==> config.mk <==
export PLATFORM = sky130hd
export DESIGN_NAME = display_scan_ctrl
export DESIGN_NICKNAME = d
export VERILOG_FILES = /design/src/rtl/display_scan_ctrl.sv
export SDC_FILE = /design/constraint.sdc
export NUM_CORES = 1
export LEC_CHECK = 0
export ABC_CLOCK_PERIOD_IN_PS = 2900
export CAP_MARGIN = 5
export CORE_AREA = 2 2 61 106
export CTS_BUF_LIST = sky130_fd_sc_hd__clkbuf_4
export DETAILED_ROUTE_END_ITERATION = 10
export DIE_AREA = 0 0 63 108
export PLACE_DENSITY = 0.83
export SLEW_MARGIN = 20
export SYNTH_ARGS = -nofsm -noshare
export SYNTH_HDL_FRONTEND = slang
export SYNTH_SLANG_ARGS = --single-unit
export TNS_END_PERCENT = 10
==> constraint.sdc <==
create_clock -name clk -period 2.9 [get_ports clk]
set_input_delay 0.435 -clock clk [delete_from_list [all_inputs] [get_ports clk]]
set_output_delay 0.435 -clock clk [all_outputs]
set_load 0.005 [all_outputs]
==> src/rtl/display_scan_ctrl.sv <==
// Four-digit multiplexed 7-segment scan controller with per-slot anode dead time,
// leading-zero blanking and frame-synchronous (tear-free) display updates.
module display_scan_ctrl #(
    parameter int CLK_DIV  = 50000,
    parameter int DEAD_CYC = 16
) (
    input  logic        clk,
    input  logic        rst_n,
    input  logic        enable,
    input  logic [15:0] bcd_in,
    input  logic        load,
    input  logic        blank_lz,
    output logic [15:0] disp_bcd,
    output logic [1:0]  sel,
    output logic [3:0]  an_n,
    output logic        frame_done,
    output logic        load_ack
);

    localparam int CW = (CLK_DIV > 1) ? $clog2(CLK_DIV) : 1;

    typedef enum logic {IDLE, SCAN} state_t;

    state_t        state, state_nx;
    logic [CW-1:0] slot_cnt, slot_nx;
    logic [1:0]    sel_nx;
    logic [15:0]   disp_nx, shadow, shadow_nx;
    logic          pending, pend_nx;
    logic          fd_nx, ack_nx, wrap, apply;
    logic [3:0]    blank, an_nx;

    always_comb begin
        state_nx  = state;
        slot_nx   = slot_cnt;
        sel_nx    = sel;
        disp_nx   = disp_bcd;
        shadow_nx = shadow;
        pend_nx   = pending;
        fd_nx     = 1'b0;
        ack_nx    = 1'b0;

        wrap  = (state == SCAN) && enable && (slot_cnt == CW'(CLK_DIV - 1)) && (sel == 2'd3);
        // disp_bcd may only change while idle or exactly at a frame boundary
        apply = (state == IDLE) || wrap;

        case (state)
            IDLE: begin
                slot_nx = '0;
                sel_nx  = '0;
                if (enable) state_nx = SCAN;
            end
            SCAN: begin
                if (!enable) begin
                    state_nx = IDLE;
                    slot_nx  = '0;
                    sel_nx   = '0;
                end else if (slot_cnt == CW'(CLK_DIV - 1)) begin
                    slot_nx = '0;
                    sel_nx  = sel + 2'd1;
                    fd_nx   = wrap;
                end else begin
                    slot_nx = slot_cnt + CW'(1);
                end
            end
            default: state_nx = IDLE;
        endcase

        if (apply) begin
            if (load) begin
                disp_nx = bcd_in;
                pend_nx = 1'b0;
                ack_nx  = 1'b1;
            end else if (pending) begin
                disp_nx = shadow;
                pend_nx = 1'b0;
                ack_nx  = 1'b1;
            end
        end else if (load) begin
            shadow_nx = bcd_in;
            pend_nx   = 1'b1;
        end

        blank[0] = 1'b0;
        blank[3] = blank_lz && (disp_nx[15:12] == 4'd0);
        blank[2] = blank[3] && (disp_nx[11:8] == 4'd0);
        blank[1] = blank[2] && (disp_nx[7:4] == 4'd0);

        if ((state_nx == SCAN) && (slot_nx >= CW'(DEAD_CYC)) && !blank[sel_nx])
            an_nx = ~(4'b0001 << sel_nx);
        else
            an_nx = '1;
    end

    always_ff @(posedge clk or negedge rst_n) begin
        if (!rst_n) begin
            state      <= IDLE;
            slot_cnt   <= '0;
            sel        <= '0;
            an_n       <= '1;
            disp_bcd   <= '0;
            shadow     <= '0;
            pending    <= 1'b0;
            frame_done <= 1'b0;
            load_ack   <= 1'b0;
        end else begin
            state      <= state_nx;
            slot_cnt   <= slot_nx;
            sel        <= sel_nx;
            an_n       <= an_nx;
            disp_bcd   <= disp_nx;
            shadow     <= shadow_nx;
            pending    <= pend_nx;
            frame_done <= fd_nx;
            load_ack   <= ack_nx;
        end
    end

endmodule

==> results.md, run 1 <==
- The run finished with clean final reports.
- The worst-case IR drop observed on VDD is 0.4688 mV.
- The standard cell core area is approximately 6000 um2.
- The worst register-to-register path ends at an_n[1]$_DFF_PN1_.
- The synthesized netlist contains 44 unique library cells.
- CTS placed an instance of clkbuf_4 at the clock tree root.
- Dividing total power by cell area gives a power density of 484.4 nW/um2.
- The worst setup path is of the reg -> reg kind.
- The number of vias in the routed layout is approximately 2500.
- The tightest min-delay check is of the reg -> reg type.
- The slew at the pin closest to its max-slew limit is 0.5138 ns.
- STA puts the critical path data required time at 3.19 ns.
- STA classifies the critical path endpoint as a register.
- In the routed design, unresolved DRC markers number 0.
- Synthesis handed over a netlist of 292 instances.
- For this run, the number of Yosys warnings is 0.
- Yosys attributes the largest share of cell area to dfrtp_1 47%, mux2_2 6.6%, nor2_1 4.7%, nand3_1 4.5%, xnor2_1 3.9%.
- The final-report hold violation count is 0.
- Static timing analysis puts the maximum clock frequency at 0.3575 GHz.
- The leftover overflow at the end of global routing is 0.
- The synthesized netlist devotes 1.295% of its cell area to adder and majority cells.
- The share of synthesized area spent on multiplexers is 7.294%.
- After detailed routing, the average wire length per cell comes to 16.65 um.
- At the end of routability-driven placement, the weighted congestion stood at 0.9919.
- With fillers left out, the area of the finished cells amounts to 3685 um2.
- The startpoint kind of the worst setup timing path is a register.
- The worst slack at placement is 0.06555 ns.
- Summing every instance area after synthesis gives 2899 um2.
- The routed design could run at a clock period as short as 2.797 ns.
- Across the run, the number of max-cap violations was 0.
- The vertical extent of the die is about 110 um.
- The number of detailed-route iterations in the first pass is 5.
- The number of global-route vias before repair is 2492.
- For this configuration, the core starts out at a cell density of 49.31%.
- The number of setup violations in the final report is 0.
- Data arrives at the worst endpoint at roughly 3 ns.
- The count of standard-cell rows is 37.
- The total routing usage reported by global routing is 23.29%.
- In this run the number of H-tree levels came out at 3.
- The final number of max-transition violations came to 0.
- Headroom to the max-slew limit came out at 65.43%.
- The largest fanout of any net on the critical path is 6.
- Setup slack closes at 0.1030 ns.
- The number of nets produced by synthesis is between 300 and 400.
- The flop-to-flop setup slack is 0.10 ns.
- The most used flip-flop cell after synthesis is dfrtp_1.
- For this design, the sink count on the clock tree is 58.
- The worst register-to-register path has a depth of 7.
- Counting the buffers created by CTS gives 9.
- The cell total after placement is about 420.
- The largest family of logic cells by synthesized area is simple AND/OR/NAND/NOR gates.
- By count the netlist is led by 54 x dfrtp_1, 36 x nor2_1, 26 x nand3_1, 17 x mux2_2, 15 x nand2_1.
- Cells with a size suffix above 1 make up 17.93% of the layout.
- In the final design database the tool counted 377 nets.
- The leakage power is around 1.5 nW.
- In this run the worst setup path begins at slot_cnt[5]$_DFF_PN0_.
- The number of enable flip-flop cells after synthesis is 0.
- In this run the tool buffered the top-level ports with 44 buffer cells.
- At the later pin of the worst-skew pair, clock insertion delay measures 0.39 ns.
- The share of synthesized area in the top cell type comes to 46.61%.
- The count of state elements after synthesis is 58.
- The reg-to-reg startpoint is slot_cnt[5]$_DFF_PN0_.
- The fraction of the yosys area taken by sequential cells is roughly 50%.
- The area of placed instances is between 3000 and 4000 um2.
- The critical path ends at an_n[1]$_DFF_PN1_.
- The CTS tree is done.
- 45 I/O pins were placed.
- The synthesized-area fraction occupied by and/or/nand/nor cells is 19.68%.
- Setup repair after global routing left no endpoint under its margin.
- After the first detailed-routing iteration, the DRC count stood at 159.
- After clock tree synthesis, the clock-pin slew on the worst setup and hold paths is roughly 0.11 ns.
- The growth of design area from synthesis to finish is 27.10%.
- The biggest area contributor in the post-synthesis netlist is dfrtp_1.
- The floorplan step defined a die boundary enclosing 6804 um2.
- The initial antenna violation count is 0.
- The most instantiated library cell after synthesis is dfrtp_1.
- Fill cells in the final layout number 494.
- Counting flops with an async set or reset pin after synthesis yields a share of 100.0%.
- The count of antenna diodes in the layout is 0.
- The global-route wire length before repair is 12210 um.
- Dividing the detail-routed via count by the number of cells gives 5.823.
- Summing the areas of all compound-gate instances in the mapped netlist gives 12.08% of the synthesized area.
- The die is 63 um wide.
- Once detail routing completed, the nets flagged for antenna violations numbered 0.
- Entering global routing, the biggest net connects 38 pins.
- The number of standard cells in the final layout excluding fillers is 435.
- The final critical path takes up 96.45% of the cycle.
- On the final layout, the worst clock skew is around 0.019 ns.
- The number of setup buffers added after CTS is 0.
- The HPWL after detailed placement is ~5400 um.
- After Yosys synthesis, XOR and XNOR cells account for 5.438% of the synthesized area.
- The mean area per synthesized cell is 9.928 um2.
- The clock tree buffer depth is 2.
- The aggregate routed wire length is 7243 um.
- The design draws 1.785 mW.
-- what timing repair did --
action,CTS,global route
resized for setup,0,6
endpoints found under the setup margin,0,2
hold endpoints to repair,0,2
hold buffers,0,1
-- per-stage QoR --
stage	utilization, %	hold slack [ns]	TNS, ns
2_1_floorplan	-	0.1394	-0.3469
3_3_place_gp	59.93	0.4347	0
3_5_place_dp	59.93	0.4390	0
4_1_cts	61.99	0.005925	0
5_1_grt	62.67	0.5233	0
6_report	62.67	0.5161	0
-- worst min path at each step --
stage                     cells past startpoint                 endpoint  slack (ns)                   start
after detailed placement                      1    slot_cnt[8]$_DFF_PN0_        0.44                   rst_n
final                                         1   shadow[14]$_DFFE_PN0P_        0.52  shadow[14]$_DFFE_PN0P_
after floorplan                               0  disp_bcd[0]$_DFFE_PN0P_        0.14                   rst_n
after CTS                                     1    slot_cnt[8]$_DFF_PN0_       0.006                   rst_n
after global routing                          1    shadow[0]$_DFFE_PN0P_        0.52   shadow[0]$_DFFE_PN0P_
after global placement                        1    slot_cnt[8]$_DFF_PN0_        0.43                   rst_n
-- worst max-delay path: stages (launching register included) --
cell and delay [ns]:
dfrtp_1 0.39, or4b_1 0.53, or4_4 0.52, o21a_4 0.24
o21ai_2 0.12, nand3_1 0.09, or4_4 0.57, o311ai_2 0.23
-- routing by layer --
| layer | global-route usage [%] | vias up | part of all wire (%) |
|---|---|---|---|
| met1 | 24.60 | 1243 | 37 |
| met5 | 0 | - | 0 |
| met3 | 4.683 | 13 | 4.8 |
| met4 | 7.778 | 0 | 1.8 |
| li1 | - | 1177 | - |
| met2 | 45.14 | 100 | 57 |
-- cells in the final DEF (no fill, tap or decap), types with 8 or more instances in the layout --
cell / n
inv_1: 8
dfrtp_1: 54
nand3_1: 26
a31oi_1: 8
mux2_2: 17
xnor2_1: 13
clkbuf_4: 10
nor2_1: 36
buf_4: 23
nand2_1: 15
a21oi_1: 8
clkdlybuf4s50_1: 43
-- report_power, final --
| part | leakage (nW) | internal (mW) | switching (mW) |
|---|---|---|---|
| registers | 0.722 | 0.881 | 0.0619 |
| clock network | 0.0688 | 0.259 | 0.278 |
| logic | 0.706 | 0.176 | 0.129 |
-- state kept, by name (all words and copies together), names as in the netlist --
| signal | count |
|---|---|
| pending | 1 |
| sel | 2 |
| state | 1 |
| disp_bcd | 16 |
| shadow | 16 |
| slot_cnt | 16 |
| an_n | 4 |
| load_ack | 1 |
| frame_done | 1 |
-- logic make-up after synthesis --
logic type	Yosys count
flip-flops	58
adder cells (fa/ha/maj)	3
AO/OA/AOI/OAI	52
multiplexers	19
XOR/XNOR	18
buffers and inverters	26
AND/OR/NAND/NOR	116
-- cell type report --
| type | count | area [um2] | share of cell area (%) |
|---|---|---|---|
| Clock inverter | 5 | 46.29 | 1.256 |
| Inverter | 8 | 30.03 | 0.8149 |
| Sequential cell | 58 | 1456 | 39.52 |
| Multi-Input combinational cell | 208 | 1361 | 36.94 |
| Timing Repair Buffer | 68 | 618.1 | 16.77 |
| Tap cell | 78 | 97.59 | 2.649 |
| Clock buffer | 10 | 75.07 | 2.037 |
No activity file was read; power rests on OpenSTA's default activity.
==> inputs of run 2 (changes only) <==
--- a/config.mk
+++ b/config.mk
@@ -7,11 +7,12 @@
 export LEC_CHECK = 0
 export ABC_CLOCK_PERIOD_IN_PS = 2900
 export CAP_MARGIN = 5
-export CORE_AREA = 2 2 61 106
+export CORE_AREA = 2 2 60 105
 export CTS_BUF_LIST = sky130_fd_sc_hd__clkbuf_4
 export DETAILED_ROUTE_END_ITERATION = 10
-export DIE_AREA = 0 0 63 108
-export PLACE_DENSITY = 0.83
+export DIE_AREA = 0 0 62 107
+export DONT_BUFFER_PORTS = 1
+export PLACE_DENSITY = 0.74
 export SLEW_MARGIN = 20
 export SYNTH_ARGS = -nofsm -noshare
 export SYNTH_HDL_FRONTEND = slang
==> run 2 against run 1 <==
Effect of this change: die area is 2.5% lower; global-route usage about the same; via count fell by 9.7%; highest routed layer unchanged; total power decreased by 5.1%; largest power group unchanged; combinational power fell by 37%; clock power is 3% higher; design area shrank 11%.
==> results.md, run 2 (same netlist as run 1, synthesis figures left out) <==
- The leakage power was 1.331 nW (was 1.497 nW).
- The number of CTS-inserted buffers is 9 (unchanged).
- The cell with the most instances on the worst path is or4_4 (unchanged).
- The final number of max-transition violations is 0 (unchanged).
- The starting utilization of the core area is 50.10% (was 49.31%).
- The number of setup violations in the final report was 0 (unchanged).
- The post-layout minimum cycle time is 2.789 ns (was 2.797 ns).
- The worst min-delay path startpoint is enable (was shadow[14]$_DFFE_PN0P_).
- The number of top-level pins is 45 (unchanged).
- The commonest non-fill, non-tap cell in the layout was dfrtp_1 (unchanged).
- Most used cells in the layout excluding fill and tap cells: 54 x dfrtp_1, 36 x nor2_1, 26 x nand3_1 (was 54 x dfrtp_1, 43 x clkdlybuf4s50_1, 36 x nor2_1).
- The required time at the endpoint of the critical path is 3.20 ns (was 3.19 ns).
- The post-CTS setup repair buffer count is 0 (unchanged).
- The aggregate routed wire length is 6806 um (was 7243 um).
- The clock latency reported for the late side of the worst-skew pair is 0.40 ns (was 0.39 ns).
- The cell with the largest stage delay on the worst path is or4_4 (unchanged).
- The detailed placement HPWL is 4940 um (was 5408 um).
- The number of vias in the routed layout is 2288 (was 2533).
- The number of detailed-route iterations in the first pass is 4 (was 5).
- The antenna violation net count after detailed routing came to 0 (unchanged).
- The startpoint kind of the worst setup timing path was a register (unchanged).
- The category of cells accounting for the largest share of critical-path delay is simple AND/OR/NAND/NOR gates (unchanged).
- Result of the run: finished, final reports clean (unchanged).
- The number of cells on the worst reg-to-reg path is 7 (unchanged).
- The flop-to-flop setup slack is 0.11 ns (was 0.10 ns).
- The category of the most critical setup path is reg -> reg (unchanged).
- The number of vias per cell after detailed routing is 5.837 (was 5.823).
- The clock tree buffer depth was 2 (unchanged).
- The initial antenna violation count was 1 (was 0).
- The slew at the pin closest to its max-slew limit is 0.6258 ns (was 0.5138 ns).
- The max-capacitance violation count is 0 (unchanged).
- The level count of the clock H-tree is 3 (unchanged).
- The worst vdd rail ir drop is 0.4316 mV (was 0.4688 mV).
- The type of destination of the critical path was a register (unchanged).
- The routability congestion estimate is 0.9506 (was 0.9919).
- The count of standard-cell rows is 37 (unchanged).
- The buffer cell driving the clock tree root is clkbuf_4 (unchanged).
- The class of the tightest hold or removal check is in -> reg (was reg -> reg).
- The largest fanout of any net on the critical path is 6 (unchanged).
- The DRC marker count from the first detailed-route iteration is 115 (was 159).
- The horizontal die dimension was 62 um (was 63 um).
- The standard cell core area is 5787 um2 (was 5879 um2).
- The leftover overflow at the end of global routing is 0 (unchanged).
- Ordered list of cells on the worst path: or4b_1, or4_4, o21a_4, o21ai_1, nand3_1, or4_4, o311ai_2 (was or4b_1, or4_4, o21a_4, o21ai_2, nand3_1, or4_4, o311ai_2).
- The average wire per standard cell is 17.36 um (was 16.65 um).
- The pin count of the biggest net entering global routing is 59 (was 38).
- The total buffers and inverters traversed by the critical path is 0 (unchanged).
- The maximum clock frequency is 0.3586 GHz (was 0.3575 GHz).
- The global-route wire length before repair came to 11360 um (was 12210 um).
- The area of the die is 6634 um2 (was 6804 um2).
- The final-report hold violation count is 0 (unchanged).
- The clock sink count is 58 (unchanged).
- The vertical extent of the die was 107 um (was 108 um).
- The final worst clock skew was 0.02274 ns (was 0.01931 ns).
- The total of buffers placed on input and output ports is 0 (was 44).
- The growth of design area from synthesis to finish is 12.56% (was 27.10%).
- The relative max-transition margin came to 57.90% (was 65.43%).
- The reg-to-reg startpoint is slot_cnt[10]$_DFF_PN0_ (was slot_cnt[5]$_DFF_PN0_).
- The setup total negative slack was 0 ns (unchanged).
- The worst stage delay on the critical path is 0.53 ns (was 0.57 ns).
- The number of global-route vias before repair is 2391 (was 2492).
- The final standard cell area without fillers came to 3263 um2 (was 3685 um2).
- The power density over the cells is 519.3 nW/um2 (was 484.4 nW/um2).
- The worst hold path endpoint is state$_DFF_PN0_ (was shadow[14]$_DFFE_PN0P_).
- The fraction of layout cells with a size suffix above 1 is 19.49% (was 17.93%).
- The number of cells on the worst hold path came to 0 (was 1).
- The clock transition at the registers of the reported paths is 0.11 ns (about the same).
- The share of the clock period used by the worst path is 96.16% (was 96.45%).
- The total routing usage reported by global routing is 23.27% (was 23.29%).
- The area of placed instances is 3073 um2 (was 3523 um2).
- The data arrival time of the worst path is 3.09 ns (about the same).
- Registers with the highest flip-flop counts: disp_bcd: 16 flops, shadow: 16 flops, slot_cnt: 16 flops (unchanged).
- The CTS tree is done (unchanged).
- The worst reg2reg path endpoint is an_n[1]$_DFF_PN1_ (unchanged).
- The final net count is 332 (was 377).
- The remaining routing DRC violations was 0 (unchanged).
## run 2: cell count changes in the layout (fill, tap and decap cells not counted)
cell / change
a41oi_1: +1
clkdlybuf4s50_1: -43
a41oi_2: -1
buf_16: +1
diode_2: +1
clkbuf_4: +1
clkinv_1: +1
clkinv_2: -1
buf_4: -2
buf_2: -1
## run 2: worst max path at each step
stage	end	cells after the start	from	slack, ns
floorplan	an_n[1]$_DFF_PN1_	10	slot_cnt[10]$_DFF_PN0_	-0.04
global placement	an_n[1]$_DFF_PN1_	7	slot_cnt[5]$_DFF_PN0_	0.16
detailed placement	an_n[1]$_DFF_PN1_	7	slot_cnt[5]$_DFF_PN0_	0.07
CTS	an_n[1]$_DFF_PN1_	7	slot_cnt[10]$_DFF_PN0_	0.03
global route	an_n[1]$_DFF_PN1_	7	slot_cnt[10]$_DFF_PN0_	-0.004
finish	an_n[1]$_DFF_PN1_	7	slot_cnt[10]$_DFF_PN0_	0.11
## run 2: repair_timing
| action | CTS | global route |
|---|---|---|
| gates resized for setup | 0 | 5 |
| setup endpoints to repair | 0 | 2 |
| hold buffers | 2 | 0 |
| hold endpoints to repair | 58 | 0 |
## run 2: layout make-up
type                    instances  area, um2
diodes                          1      2.502
repair buffers                 23      195.2
multi-input cells             208       1354
flip-flops and latches         58       1456
well taps                      78      97.59
clock buffers                  11      82.58
clock inverters                 5      45.04
inverters                       8      30.03
fillers                       505       2524
## run 2: stage by stage
step / setup slack (ns) / power (mW) / std cells / util, % / hold slack (ns)
finish: 0.1115 / 1.694 / 392 / 56.39 / 0.07101
global route: -0.003620 / 1.770 / 392 / 56.39 / 0.04880
CTS: 0.02783 / 1.707 / 391 / 55.96 / 0.05060
detailed placement: 0.06900 / 1.135 / 373 / 53.10 / 0.1409
global placement: 0.1625 / 1.125 / 373 / 53.10 / 0.1408
floorplan: -0.04186 / 1.083 / 292 / - / 0.1394
## run 2: per-layer routing
| metal | global-route usage, % | share of wire [%] |
|---|---|---|
| met5 | 0 | 0 |
| met3 | 6.634 | 5.9 |
| met4 | 11.85 | 3.1 |
| met2 | 39.29 | 56 |
| met1 | 25.06 | 35 |
## run 2: report_power, final
part           total, mW  switching (mW)  internal [mW]
logic              0.192          0.0972         0.0947
registers          0.949          0.0674          0.881
clock network      0.554           0.282          0.272
total               1.69           0.447           1.25
==> RTL edit 1, RTL diff (config.mk and constraints of run 1) <==
Compare `slot_cnt` against `CW'(CLK_DIV - 1)` with >= in place of ==.
--- a/src/rtl/display_scan_ctrl.sv
+++ b/src/rtl/display_scan_ctrl.sv
@@ -40,5 +40,5 @@
         ack_nx    = 1'b0;
 
-        wrap  = (state == SCAN) && enable && (slot_cnt == CW'(CLK_DIV - 1)) && (sel == 2'd3);
+        wrap  = (state == SCAN) && enable && (slot_cnt >= CW'(CLK_DIV - 1)) && (sel == 2'd3);
         // disp_bcd may only change while idle or exactly at a frame boundary
         apply = (state == IDLE) || wrap;
Function: same outputs for any inputs over 10 cycles, from zero or initial values and one cycle with rst_n low; that may be too few to reach the edited logic, so the function may still have changed.
==> RTL edit 1 against run 1 <==
Area after synthesis increased by 7.2%; final area increased by 0.68%; highest routed layer unchanged; largest power group unchanged; sequential cell count is the same; cell count decreased by 3.9%; worst setup slack improved by 0.16 ns; largest cell class unchanged; total power grew 15%; via count is 3.8% lower; routed wire length shrank 0.26%.
==> RTL edit 1: results (changes against run 1) <==
outcome=complete, no violations; hpwl dp=5298 µm (-2.0%); met2 wire len=4162 µm (+1.3%); Crit. Startpoint=slot_cnt[0]; Tot Pwr=2.059 mW (+15%); DR iter-0 viols=184 (+16%); WL final=7224 µm (-0.26%); largest net degree at the start of global routing=59 (+55%); Crit path arrival time=2.98 ns (-0.11 ns); leak pwr=1.539 nW (+2.8%); setup ws final=0.2663 ns (+0.1633 ns); FF-to-FF setup slack=0.27 ns (+0.16 ns); share of layout cells above drive strength 1=20.00% (+2.1 points); sequential-to-total area share from yosys stat=46.86% (-3.4 points); Final nets=358 (-5.0%); most instantiated cells after synthesis=dfrtp_1, nor2_1, nand2_1; Synth Net Count=308 (-2.5%); met3 Use GR=5.931% (+1.2 points); Placed Area=3530 µm² (+0.18%); worst reg2reg path startpoint=slot_cnt[0]; synth top area cells=dfrtp_1, mux2_2, nor2_1; Metal-1 WL=2690 µm (+1.2%); vias in the first global route=2598 (+4.3%); Fin Hold WS=0.1599 ns (-0.3561 ns); GRT Util Overall=22.65% (-0.64 points); first-pass GRT wire length=11990 µm (-1.9%); Peak VDD IR=0.4329 mV (-7.7%); met2 usage in global routing=43.39% (-1.7 points); dpl ws=0.1859 ns (+0.1203 ns); post-DR wirelength/cell=17.28 µm (+3.8%); CP max FO=10 (+4); Rel. slew slack=50.44% (-15 points); Avg Inst Size Synth=10.91 µm² (+9.8%); Met3 Routed Length=223 µm (-36%); routed vias/inst=5.830 (+0.12%); count of cell types in the netlist=52 (+18%); Worst Skew=0.01526 ns (-0.004047 ns); DRT antenna net count=0 (unchanged); RD Place Congestion=0.8956 (-9.7%); Antenna Cells=0 (unchanged); First-pass DRT Iterations=4 (-1); R2R depth=8 (+1)
## RTL edit 1: cell type report
class                           instances  area, µm²
Clock buffer                           10      75.07
Clock inverter                          6      105.1
Fill cell                             506       2170
Inverter                                7      26.28
Multi-Input combinational cell        205       1439
Sequential cell                        58       1456
Tap cell                               78      97.59
Timing Repair Buffer                   54      510.5
## RTL edit 1: logic make-up after synthesis
logic type / share of synthesized area [%]
simple gates: 17.67
compound gates: 15.54
flops: 46.86
buf+inv: 6.844
mux: 7.770
xor+xnor: 4.509
fa+ha+maj: 0.8050
## RTL edit 1: power breakdown
part           leakage [nW]  switching, mW  internal [mW]
logic                 0.718          0.137          0.208
clock network         0.100          0.305          0.442
registers             0.721         0.0773          0.890
total                  1.54          0.519           1.54
## RTL edit 1: critical path, stage by stage, from the launching register on
cell	delay [ns]
dfrtp_1	0.40
ha_1	0.28
nand3_4	0.16
a211o_4	0.41
a211o_4	0.39
a221o_1	0.39
nor4_2	0.35
a21oi_1	0.11
nand2_1	0.08
==> RTL edit 2, RTL diff (settings of run 1) <==
Without the edit above. Set the parameter `CLK_DIV` to 100000 (it was 50000).
--- a/src/rtl/display_scan_ctrl.sv
+++ b/src/rtl/display_scan_ctrl.sv
@@ -2,5 +2,5 @@
 // leading-zero blanking and frame-synchronous (tear-free) display updates.
 module display_scan_ctrl #(
-    parameter int CLK_DIV  = 50000,
+    parameter int CLK_DIV  = 100000,
     parameter int DEAD_CYC = 16
 ) (
Behaviour: same outputs for any inputs over 10 cycles, from zero or initial values and one cycle with rst_n low; that may be too few to reach the edited logic, so the function may still have changed.
==> RTL edit 2 against run 1 <==
Critical path type unchanged; area after synthesis up 13%; routed wire length increased by 12%; clock power increased by 22%; first-iteration DRC count rose by 33%; global-route usage up 2.9 points; sequential cell count up 1; non-clock buffer count decreased by 11; total power increased by 9.8%; hold slack got worse by 0.39 ns; final area grew 6.9%; worst setup slack improved by 0.10 ns.
==> RTL edit 2: results (changes against run 1) <==
Placed Area=3786 µm² (+7.5%); Mapped Cells=332 (+14%); initial antenna violation count=0 (unchanged); Main synth FF type=dfrtp_1; number of port buffers=44 (unchanged); fin cells=457 (+5.1%); WL final=8124 µm (+12%); Rel. slew slack=39.70% (-26 points); Final nets=397 (+5.3%); hpwl dp=5849 µm (+8.2%); first-pass GRT wire length=13680 µm (+12%); fraction of power spent switching nets=27.16% (+0.87 points); end of the critical path=an_n[1]; top flop regs=slot_cnt (17), disp_bcd (16), shadow (16); routed vias/inst=6.114 (+5.0%); synth top area cells=dfrtp_1, mux2_2, a21oi_1; Worst Skew=0.01867 ns (-0.0006456 ns); R2R depth=7 (unchanged); FFs w/ async S/R, synth=100.0% (unchanged); First-pass DRT Iterations=5 (unchanged); post-CTS setup buffer count=0 (unchanged); most instantiated cells after synthesis=dfrtp_1, nor2_1, a21oi_1; FF-to-FF setup slack=0.21 ns (+0.10 ns); H-tree depth=3 (unchanged); RD Place Congestion=0.9337 (-5.9%); worst reg2reg path startpoint=slot_cnt[0]; Bufs on Longest Clock Path=2 (unchanged); count of cell types in the netlist=52 (+18%); Critical Path Slowest Stage Cell=or4b_4; final-layout fill cell count=489 (-1.0%); Clock Latency Late Sink=0.43 ns (+0.04 ns); post_cts resized=0 (unchanged); Antenna Cells=0 (unchanged); leak pwr=1.524 nW (+1.8%); GRT Util Overall=26.20% (+2.9 points); Hold/Removal Path Class=in -> async; outcome=complete, no violations; total CTS buffers=9 (unchanged); setup TNS=0 ns (unchanged); Synth Net Count=355 (+12%); share of layout cells above drive strength 1=14.25% (-3.7 points); Synthesis Warnings=0 (unchanged); vias in the first global route=2957 (+19%); Clock Root Buffer=clkbuf_4; CP max FO=12 (+6); DRT antenna net count=0 (unchanged); Cells after DPL=441 (+5.3%); sequential-to-total area share from yosys stat=45.07% (-5.2 points); Clock transition at path regs=0.11 ns (about the same); Crit. Startpoint=slot_cnt[0]; Peak VDD IR=0.3925 mV (-16%); DR iter-0 viols=211 (+33%); worst stage delay on the critical path=0.57 ns (about the same); largest net degree at the start of global routing=41 (+7.9%)
-- RTL edit 2: per-layer routing --
layer  vias to the layer above  wire (µm)  track usage (%)
met3                        22        302            5.307
met5                         -          0                0
met4                         0        310            16.03
met1                      1386       3045            27.73
met2                        82       4465            47.19
li1                       1304          -                -
-- RTL edit 2: how the worst min path moves through the flow --
stage                     slack (ns)  cells after the start          end        from
after global placement          0.48                      1   shadow[14]  shadow[14]
after detailed placement        0.50                      1    shadow[8]   shadow[8]
after floorplan                 0.14                      0  disp_bcd[0]       rst_n
after CTS                       0.15                      1   shadow[12]       rst_n
after global routing            0.19                      1   shadow[12]       rst_n
final                           0.12                      1   shadow[12]       rst_n
-- RTL edit 2: critical path, delay by kind of cell (launching register included) --
| kind | cells | cell delay (ns) |
|---|---|---|
| and+or+nand+nor | 3 | 1.29 |
| AOI/OAI and AO/OA | 3 | 0.59 |
| adders and majority gates | 1 | 0.26 |
| DFF | 1 | 0.46 |
-- RTL edit 2: through the flow --
stage / setup WS [ns] / util [%]
after floorplan: 0.5154 / -
after global placement: 0.1383 / 64.40
after detailed placement: 0.03035 / 64.40
after CTS: 0.2180 / 66.95
after global routing: 0.05355 / 66.97
final: 0.2052 / 66.97
-- RTL edit 2: cells by family after synthesis --
logic type / synth area share, %
multiplexers: 6.738
AND/OR/NAND/NOR: 22.84
AO/OA/AOI/OAI: 15.08
flip-flops: 45.07
XOR/XNOR: 5.063
adder cells (fa/ha/maj): 0.7612
buffers and inverters: 4.453
-- RTL edit 2: power groups by stage --
stage | clock network [mW] | registers (mW) | logic, mW
floorplan | 0 | 0.962 | 0.171
global placement | 0 | 0.978 | 0.329
detailed placement | 0 | 0.982 | 0.339
CTS | 0.658 | 0.966 | 0.342
global route | 0.693 | 0.979 | 0.373
finish | 0.652 | 0.968 | 0.340
-- RTL edit 2: area by class of cell --
type | instances | share of cell area (%)
clock buffers | 9 | 1.716
clock inverters | 7 | 2.097
inverters | 4 | 0.3813
multi-input cells | 243 | 42.17
flip-flops and latches | 59 | 37.62
well taps | 78 | 2.479
repair buffers | 57 | 13.54
